[src/rtl/fault_inject_mod.sv]
// fault_inject_mod: squares b, divides the product by a (restoring shift-subtract)
// and injects a configurable single-bit fault into the product or the remainder.
// Ports:
//   clk, reset_n                 clock, asynchronous active-low reset
//   start, b, a                  operation request, operand, modulus
//   f_arm, f_loc, f_type,        one-cycle load of the armed fault register
//   f_tgt, f_persist             (type: 00 none, 01 SA0, 10 SA1, 11 flip)
//   busy, done                   operation in flight / one-cycle completion pulse
//   c, y, div_zero               product, remainder, modulus-was-zero flag
//   fault_cnt                    saturating count of operations with an applied fault
module fault_inject_mod #(
  parameter int unsigned BW = 4,
  parameter int unsigned AW = 8,
  localparam int unsigned CW = 2 * BW,
  localparam int unsigned LW = $clog2(CW)
) (
  input  logic          clk,
  input  logic          reset_n,
  input  logic          start,
  input  logic [BW-1:0] b,
  input  logic [AW-1:0] a,
  input  logic          f_arm,
  input  logic [LW-1:0] f_loc,
  input  logic [1:0]    f_type,
  input  logic          f_tgt,
  input  logic          f_persist,
  output logic          busy,
  output logic          done,
  output logic [CW-1:0] c,
  output logic [AW-1:0] y,
  output logic          div_zero,
  output logic [7:0]    fault_cnt
);

  localparam int unsigned CNTW = $clog2(CW);

  typedef enum logic [1:0] {S_IDLE, S_CALC, S_DIV, S_DONE} state_t;

  state_t          r_state, w_state_nxt;
  logic [AW-1:0]   r_a, w_a_nxt;
  logic [BW-1:0]   r_b, w_b_nxt;
  logic [LW-1:0]   r_loc, w_loc_nxt;
  logic [1:0]      r_type, w_type_nxt;
  logic            r_tgt, w_tgt_nxt;
  logic            r_persist, w_persist_nxt;
  logic [LW-1:0]   r_arm_loc, w_arm_loc_nxt;
  logic [1:0]      r_arm_type, w_arm_type_nxt;
  logic            r_arm_tgt, w_arm_tgt_nxt;
  logic            r_arm_persist, w_arm_persist_nxt;
  logic [AW-1:0]   r_rem, w_rem_nxt;
  logic [CW-1:0]   r_sh, w_sh_nxt;
  logic [CNTW-1:0] r_cnt, w_cnt_nxt;
  logic            w_busy_nxt, w_done_nxt, w_dz_nxt;
  logic [CW-1:0]   w_c_nxt;
  logic [AW-1:0]   w_y_nxt;
  logic [7:0]      w_fcnt_nxt;

  logic [CW-1:0]   w_prod, w_prod_f, w_cmask;
  logic [AW-1:0]   w_ymask, w_rem_f;
  logic [AW:0]     w_trial;
  logic            w_ge, w_a_zero, w_y_in_range, w_hit;

  // Datapath helpers: squared operand, fault masks, division trial step
  always_comb begin
    w_prod       = CW'(r_b) * CW'(r_b);
    w_cmask      = CW'(1) << r_loc;
    w_ymask      = AW'(1) << r_loc;
    w_y_in_range = (32'(r_loc) < AW);
    w_a_zero     = (r_a == '0);
    w_trial      = {r_rem, r_sh[CW-1]};
    w_ge         = (w_trial >= {1'b0, r_a});
    case (r_type)
      2'b01:   begin w_prod_f = w_prod & ~w_cmask; w_rem_f = r_rem & ~w_ymask; end
      2'b10:   begin w_prod_f = w_prod |  w_cmask; w_rem_f = r_rem |  w_ymask; end
      2'b11:   begin w_prod_f = w_prod ^  w_cmask; w_rem_f = r_rem ^  w_ymask; end
      default: begin w_prod_f = w_prod;            w_rem_f = r_rem;            end
    endcase
    // A remainder fault counts only if it lands inside y and y is actually computed
    w_hit = (r_type != 2'b00) && (!r_tgt || (w_y_in_range && !w_a_zero));
  end

  // Next-state and next-register values
  always_comb begin
    w_state_nxt       = r_state;
    w_a_nxt           = r_a;
    w_b_nxt           = r_b;
    w_loc_nxt         = r_loc;
    w_type_nxt        = r_type;
    w_tgt_nxt         = r_tgt;
    w_persist_nxt     = r_persist;
    w_arm_loc_nxt     = r_arm_loc;
    w_arm_type_nxt    = r_arm_type;
    w_arm_tgt_nxt     = r_arm_tgt;
    w_arm_persist_nxt = r_arm_persist;
    w_rem_nxt         = r_rem;
    w_sh_nxt          = r_sh;
    w_cnt_nxt         = r_cnt;
    w_busy_nxt        = busy;
    w_done_nxt        = 1'b0;
    w_c_nxt           = c;
    w_y_nxt           = y;
    w_dz_nxt          = div_zero;
    w_fcnt_nxt        = fault_cnt;

    if (f_arm) begin
      w_arm_loc_nxt     = f_loc;
      w_arm_type_nxt    = f_type;
      w_arm_tgt_nxt     = f_tgt;
      w_arm_persist_nxt = f_persist;
    end

    case (r_state)
      S_IDLE: begin
        if (start) begin
          // Latch the previously armed config; a same-cycle f_arm only affects later ops
          w_a_nxt       = a;
          w_b_nxt       = b;
          w_loc_nxt     = r_arm_loc;
          w_type_nxt    = r_arm_type;
          w_tgt_nxt     = r_arm_tgt;
          w_persist_nxt = r_arm_persist;
          w_busy_nxt    = 1'b1;
          w_state_nxt   = S_CALC;
        end
      end
      S_CALC: begin
        w_c_nxt     = r_tgt ? w_prod : w_prod_f;
        w_sh_nxt    = r_tgt ? w_prod : w_prod_f;
        w_rem_nxt   = '0;
        w_cnt_nxt   = '0;
        w_state_nxt = w_a_zero ? S_DONE : S_DIV;
      end
      S_DIV: begin
        w_rem_nxt = w_ge ? AW'(w_trial - {1'b0, r_a}) : AW'(w_trial);
        w_sh_nxt  = {r_sh[CW-2:0], 1'b0};
        w_cnt_nxt = r_cnt + 1'b1;
        if (r_cnt == CNTW'(CW - 1)) w_state_nxt = S_DONE;
      end
      S_DONE: begin
        w_done_nxt  = 1'b1;
        w_busy_nxt  = 1'b0;
        w_dz_nxt    = w_a_zero;
        if (w_a_zero)                  w_y_nxt = '0;
        else if (r_tgt && w_y_in_range) w_y_nxt = w_rem_f;
        else                           w_y_nxt = r_rem;
        if (w_hit && (fault_cnt != 8'hFF)) w_fcnt_nxt = fault_cnt + 8'd1;
        // One-shot auto-disarm, unless a new config is being armed this cycle
        if (!r_persist && !f_arm) w_arm_type_nxt = 2'b00;
        w_state_nxt = S_IDLE;
      end
      default: w_state_nxt = S_IDLE;
    endcase
  end

  // State and datapath registers
  always_ff @(posedge clk or negedge reset_n) begin
    if (!reset_n) begin
      r_state       <= S_IDLE;
      r_a           <= '0;
      r_b           <= '0;
      r_loc         <= '0;
      r_type        <= 2'b00;
      r_tgt         <= 1'b0;
      r_persist     <= 1'b0;
      r_arm_loc     <= '0;
      r_arm_type    <= 2'b00;
      r_arm_tgt     <= 1'b0;
      r_arm_persist <= 1'b0;
      r_rem         <= '0;
      r_sh          <= '0;
      r_cnt         <= '0;
      busy          <= 1'b0;
      done          <= 1'b0;
      c             <= '0;
      y             <= '0;
      div_zero      <= 1'b0;
      fault_cnt     <= 8'd0;
    end else begin
      r_state       <= w_state_nxt;
      r_a           <= w_a_nxt;
      r_b           <= w_b_nxt;
      r_loc         <= w_loc_nxt;
      r_type        <= w_type_nxt;
      r_tgt         <= w_tgt_nxt;
      r_persist     <= w_persist_nxt;
      r_arm_loc     <= w_arm_loc_nxt;
      r_arm_type    <= w_arm_type_nxt;
      r_arm_tgt     <= w_arm_tgt_nxt;
      r_arm_persist <= w_arm_persist_nxt;
      r_rem         <= w_rem_nxt;
      r_sh          <= w_sh_nxt;
      r_cnt         <= w_cnt_nxt;
      busy          <= w_busy_nxt;
      done          <= w_done_nxt;
      c             <= w_c_nxt;
      y             <= w_y_nxt;
      div_zero      <= w_dz_nxt;
      fault_cnt     <= w_fcnt_nxt;
    end
  end

endmodule

[config.mk]
export PLATFORM = sky130hd
export DESIGN_NAME = fault_inject_mod
export DESIGN_NICKNAME = d
export VERILOG_FILES = /design/src/rtl/fault_inject_mod.sv
export SDC_FILE = /design/constraint.sdc
export NUM_CORES = 1
export LEC_CHECK = 0
export ABC_AREA = 1
export BUFFER_PORTS_ARGS = -buffer_cell sky130_fd_sc_hd__buf_2
export CORE_MARGIN = 3
export CORE_UTILIZATION = 30
export DETAILED_ROUTE_END_ITERATION = 10
export PLACE_DENSITY = 0.5
export SYNTH_ARGS = -nofsm -noshare
export SYNTH_HDL_FRONTEND = slang
export SYNTH_SLANG_ARGS = --single-unit
[constraint.sdc]
create_clock -name clk -period 2.1 [get_ports clk]
set_input_delay 0.21 -clock clk [delete_from_list [all_inputs] [get_ports clk]]
set_output_delay 0.21 -clock clk [all_outputs]
set_load 0.01 [all_outputs]
=== Word-level counts from Yosys, hierarchy flattened ===
Cells that the tools add are included.

* Add/subtract/negate cells: 3
* $mul: 1
* Div/mod/pow operators: 0
* Magnitude comparators: 1
* Eq/ne operators: 10
* Shifts and indexed selects: 1
* Multiplexer cells: 19
* Bitwise operators: 7
* Reduce and logical (&&, ||, !) cells: 17

{| class="wikitable"
|+ Operators with widths
! operator !! count
|-
| $pmux 8 s3 || 2
|-
| $mux 8 || 4
|-
| $pmux 8 s2 || 2
|-
| $and 8x8->8 || 2
|-
| $or 8x8->8 || 2
|-
| $xor 8x8->8 || 2
|-
| $mux 2 || 5
|-
| $ge 9x8->1 || 1
|-
| $add 8x1->8 const B || 1
|-
| $eq 2x2->1 const B || 4
|-
| $logic_not 8->1 || 1
|-
| $mul 4x4->8 || 1
|-
| $ne 8x8->1 const B || 1
|-
| $not 8->8 || 1
|-
| $pmux 2 s4 || 1
|-
| $reduce_and 2->1 || 4
|-
| $shl 1x3->8 const A || 1
|-
| $sub 8x8->8 || 1
|-
| $pmux 3 s2 || 1
|-
| $reduce_bool 2->1 || 3
|-
| $eq 2x1->1 const B || 2
|-
| $logic_not 1->1 || 4
|-
| $ne 2x2->1 const B || 2
|-
| $add 3x1->3 const B || 1
|-
| 6 further kinds || 10
|}

* Flip-flop bits (word level): 74
* Latch bits: 0
* RAM bits: 0
* ROM bits: 0
* Logic and storage cells: 79
* Memories: 0

=== Logic depth before layout (Yosys ltp) ===
* Depth after elaboration: 6
* Depth in mapped cells: 14

=== Worst setup path before layout ===
OpenSTA, ideal clock, no wires.

* Kind: register to register
* Start point: register r_b[0]
* End point: register r_sh[5]
* Library setup time: 0.065 ns
* Arrival: 2.124 ns
* Path slack: -0.089 ns
* Cell stages (with the launch flop): 12
* Path buffers: 0
* Period minus slack after synthesis: 2.189 ns
* Cells stage by stage: dfrtp_1 -> inv_1 -> nor3_1 -> ha_1 -> nand2_1 -> o21ai_0 -> xnor2_1 -> inv_1 -> ha_1 -> o2111ai_1 -> nand3_1 -> nand2_1

* Word-level cells in the longest chain between the ends: 5

{| class="wikitable"
|+ RTL lines
! element !! RTL line !! source
|-
| start: declaration || 41 || <nowiki>logic [BW-1:0] r_b, w_b_nxt;</nowiki>
|-
| start signal: assignment || 181 || <nowiki>r_b <= w_b_nxt;</nowiki>
|-
| $mul 4x4->8 (*) || 65 || <nowiki>w_prod = CW'(r_b) * CW'(r_b);</nowiki>
|-
| $xor 8x8->8 (tied with other cells) || 75 || <nowiki>2'b11: begin w_prod_f = w_prod ^ w_cmask; w_rem_f = r_rem ^ w_ymask; end</nowiki>
|-
| $pmux 8 s3 || 72 || <nowiki>case (r_type)</nowiki>
|-
| $mux 8 (*) || 128 || <nowiki>w_sh_nxt = r_tgt ? w_prod : w_prod_f;</nowiki>
|-
| $pmux 8 s2 (*) || 112 || <nowiki>case (r_state)</nowiki>
|-
| end signal: assignment || 191 || <nowiki>r_sh <= w_sh_nxt;</nowiki>
|-
| end: declaration || 51 || <nowiki>logic [CW-1:0] r_sh, w_sh_nxt;</nowiki>
|}

Every way passes the cells marked *; elsewhere a longest branch is shown, timed or not.
A chain may end at the register's enable or synchronous reset.

=== Final worst setup path ===
* Start point: register r_b[1]
* End point: register r_sh[4]

Same word-level chain as after synthesis.

==> results.py <==
metrics = {
    "outcome": {
        "status": "finished with violations",
        "violations": "setup timing",
    },
    "grt": {
        "grt_usage_pct": 14.63,
        "grt_antenna_before_repair": 0,
        "grt_pass1_vias": 3982,
        "grt_pass1_wl_microns": 20470,
        "grt_use_met2_pct": 22.21,
        "met3_usage_pct": 3.752,
        "grt_overflow": 0,
        "grt_max_degree": 42,
        "busiest_layer": "met2",
        "use_met1_pct": 20.49,
    },
    "timing": {
        "period_share_pct": 103.2,
        "worst_slack_ns": -0.06747,
        "holdWs_ns": 0.05977,
        "slew_viol_final": 0,
        "rsz0062_at_grt": "true",
        "tightest_slew_ns": 0.4713,
        "setup_viol": 4,
        "relSlewSlack_pct": 68.58,
        "fmaxAchievable_mhz": 461.4,
        "hold_viol": 0,
        "skew_ns": 0.008876,
        "tns_ns": -0.1547,
        "fin_crit_ns": 2.167,
    },
    "setup_path": {
        "path_class": "reg -> reg",
        "worstPathRequired_ns": 2.37,
        "crit_arrival_ns": 2.44,
        "cp_max_fo": 6,
        "crit_path_start_kind": "flip-flop",
        "critPathCaptureType": "flip-flop",
    },
    "power_and_ir_drop": {
        "intPower_mw": 5.045,
        "clkPwrFrac_pct": 16.4,
        "leakagePower_nw": 2.927,
        "switching_power_mw": 4.435,
        "seqPwrFrac_pct": 25.2,
        "powerDensity_mw_per_mm2": 1614,
        "peakVddDrop_v": 0.0004805,
        "combPwrFrac_pct": 58.4,
        "swShare_pct": 46.78,
    },
    "finish": {
        "area_growth_syn_to_layout_pct": 24.38,
        "multi_input_area_sq_mm": 0.002673,
        "fin_nets": 746,
        "nFillCells": 1629,
        "antenna_cells": 0,
        "fin_area_sq_mm": 0.005873,
        "drive_gt1_share_pct": 20.65,
        "regArea_sq_mm": 0.001853,
        "fin_util_pct": 38.35,
    },
    "synth": {
        "netlist-cell-type-count": 39,
        "synth_compound_area_share_pct": 12.51,
        "synth_top_area_cell": "dfrtp_1",
        "ys_seq_elements": 74,
        "synth_top_family_by_area": "simple AND/OR/NAND/NOR gates",
        "synth_fp_nets": 671,
        "seq_area_frac_synth_pct": 39.22,
        "synth_fa_ha_area_share_pct": 13.57,
        "synthSimpleGateAreaFrac_pct": 24.56,
        "synth_area_leaders": "dfrtp_1 39%, nand2_1 15%, ha_1 13%",
        "synth_mux_area_share_pct": 0,
        "synth_edf_count": 0,
        "ys.warnings.count": 0,
        "yosysTopAreaCellShare_pct": 39.22,
        "synthFlopType": "dfrtp_1",
        "netlist_area_sq_mm": 0.004722,
        "synth_xor_area_share_pct": 2.226,
        "syn_area_per_cell_sq_um": 7.896,
        "async_flop_share_pct": 100.0,
        "syn_inst": 598,
    },
    "run": {
        "drv_cap": 0,
    },
    "detailed_routing": {
        "wirelength_microns": 12280,
        "routedWlPerCell_microns": 13.81,
        "via_per_inst": 4.659,
        "drt_iter0_drc": 175,
        "via_count": 4142,
        "drc_errors": 0,
        "ant_nets": 0,
        "first_pass_iters": 4,
    },
    "clocking": {
        "cts_buffers": 9,
        "htree_num_levels": 3,
        "cts_tree": "built",
        "max-clock-path-buffers": 2,
        "clockRootBuffer": "clkbuf_16",
        "clk_pin_slew_ns": 0.06,
        "clk_latency_ns": 0.34,
        "cts_sinks": 74,
    },
    "floorplanning": {
        "dieHeight_microns": 131.5,
        "num_rows": 45,
        "start_util_pct": 30.83,
        "die-area_sq_mm": 0.01728,
        "fp.coreArea_sq_mm": 0.01531,
        "ios": 50,
        "dieWidth_microns": 131.5,
    },
    "placement": {
        "hpwl_microns": 9283,
        "gp_congestion": 0.8517,
        "io_buffers": 49,
        "place_area_sq_mm": 0.005399,
    },
    "hold_path": {
        "hp-class": "in -> reg",
    },
}
sequential cells by signal, indices dropped and copies added, names as in the netlist, 2 cells and up:
signal      flops
r_a             8
r_type          2
r_rem           8
r_cnt           3
y               8
c               8
r_state         2
r_sh            8
r_arm_type      2
r_b             4
fault_cnt       8
r_loc           3
r_arm_loc       3
routing by layer:
metal	up-vias	share of wire, %
li1	2103	-
met5	-	0
met3	9	4.5
met4	0	0.97
met1	1936	50
met2	94	44
layout make-up:
cell class	instances	share of cell area, %
tap	211	4.495
clock inverter	5	0.9161
inverter	77	4.942
timing repair buffer	78	8.458
sequential	74	31.55
clock buffer	11	4.133
multi-input combinational	433	45.50
cell usage after synthesis (all sizes together), types with 3 or more instances:
cell type / n
nand2: 189
dfrtp: 74
inv: 74
o21ai: 61
ha: 48
nand3: 45
nor2: 25
o22ai: 12
a21oi: 9
buf: 7
clkbuf: 7
o2111ai: 7
xnor2: 7
nand4: 5
xor2: 5
clkinv: 3
nor3: 3
o211ai: 3
o21bai: 3
or2: 3
final timing paths:
check	from	to	slack (ns)	depth (start not counted)
worst max-delay path	r_b[1]	r_sh[4]	-0.07	10
min in group asynchronous	reset_n	r_rem[2]	0.37	2
worst min-delay path	b[1]	r_b[1]	0.06	3
worst max register to register	r_b[1]	r_sh[4]	-0.07	10
max in group asynchronous	reset_n	r_sh[3]	1.16	3
worst min register to register	c[6]	c[6]	0.48	2
cell families (layout without fill, tap and decap cells):
group / after synthesis / count (layout)
flip-flops: 74 / 74
AND/OR/NAND/NOR: 273 / 273
adder cells (fa/ha/maj): 50 / 50
buffers and inverters: 91 / 171
AO/OA/AOI/OAI: 98 / 98
XOR/XNOR: 12 / 12
critical path, cell delays in order (launching register included):
cell,delay (ns)
dfrtp_2,0.48
nand2_2,0.12
inv_2,0.05
fa_2,0.40
buf_4,0.15
xor2_2,0.14
buf_4,0.15
ha_4,0.23
o21ai_2,0.12
o22ai_2,0.10
o21bai_1,0.14
what timing repair did:
| item | CTS | global route |
|---|---|---|
| hold buffers | 1 | 0 |
| endpoints found under the hold margin | 33 | 0 |
| buffers inserted | 1 | 2 |
| endpoints found under the setup margin | 9 | 10 |
| gates resized for setup | 22 | 10 |
| pin swaps | 27 | 15 |
cell usage in the layout, fill, tap and decap left out, types with 5 or more instances in the layout:
| cell | synthesis | routed |
|---|---|---|
| buf_2 | 1 | 48 |
| dfrtp_1 | 74 | 73 |
| clkbuf_16 | 0 | 9 |
| inv_1 | 73 | 70 |
| ha_4 | 0 | 5 |
| o21ai_0 | 45 | 41 |
| nor2_1 | 21 | 18 |
| o21ai_2 | 6 | 8 |
| nand4_1 | 5 | 5 |
| nor2_4 | 4 | 5 |
| ha_1 | 48 | 43 |
| xnor2_1 | 7 | 6 |
| nand3_1 | 44 | 42 |
| o21ai_1 | 10 | 12 |
| o22ai_1 | 12 | 10 |
| a21oi_1 | 9 | 5 |
| nand2_1 | 187 | 184 |
| buf_4 | 2 | 26 |
power by group through the flow:
stage | clock network (mW) | registers [mW] | logic, mW
after floorplan | 0 | 2.40 | 3.58
after global placement | 0 | 2.39 | 5.07
after detailed placement | 0 | 2.39 | 5.20
after CTS | 1.60 | 2.39 | 5.38
after global routing | 1.67 | 2.46 | 6.26
final | 1.56 | 2.39 | 5.54
stage by stage:
step                instances  power, mW  setup WS, ns
finish                    889      9.480      -0.06747
global route              889      10.39       -0.1693
CTS                       887      9.371      -0.02136
detailed placement        869      7.589       -0.1551
global placement          869      7.459      -0.07508
floorplan                 598      5.977       0.01079
(Power assumes the default switching activity.)
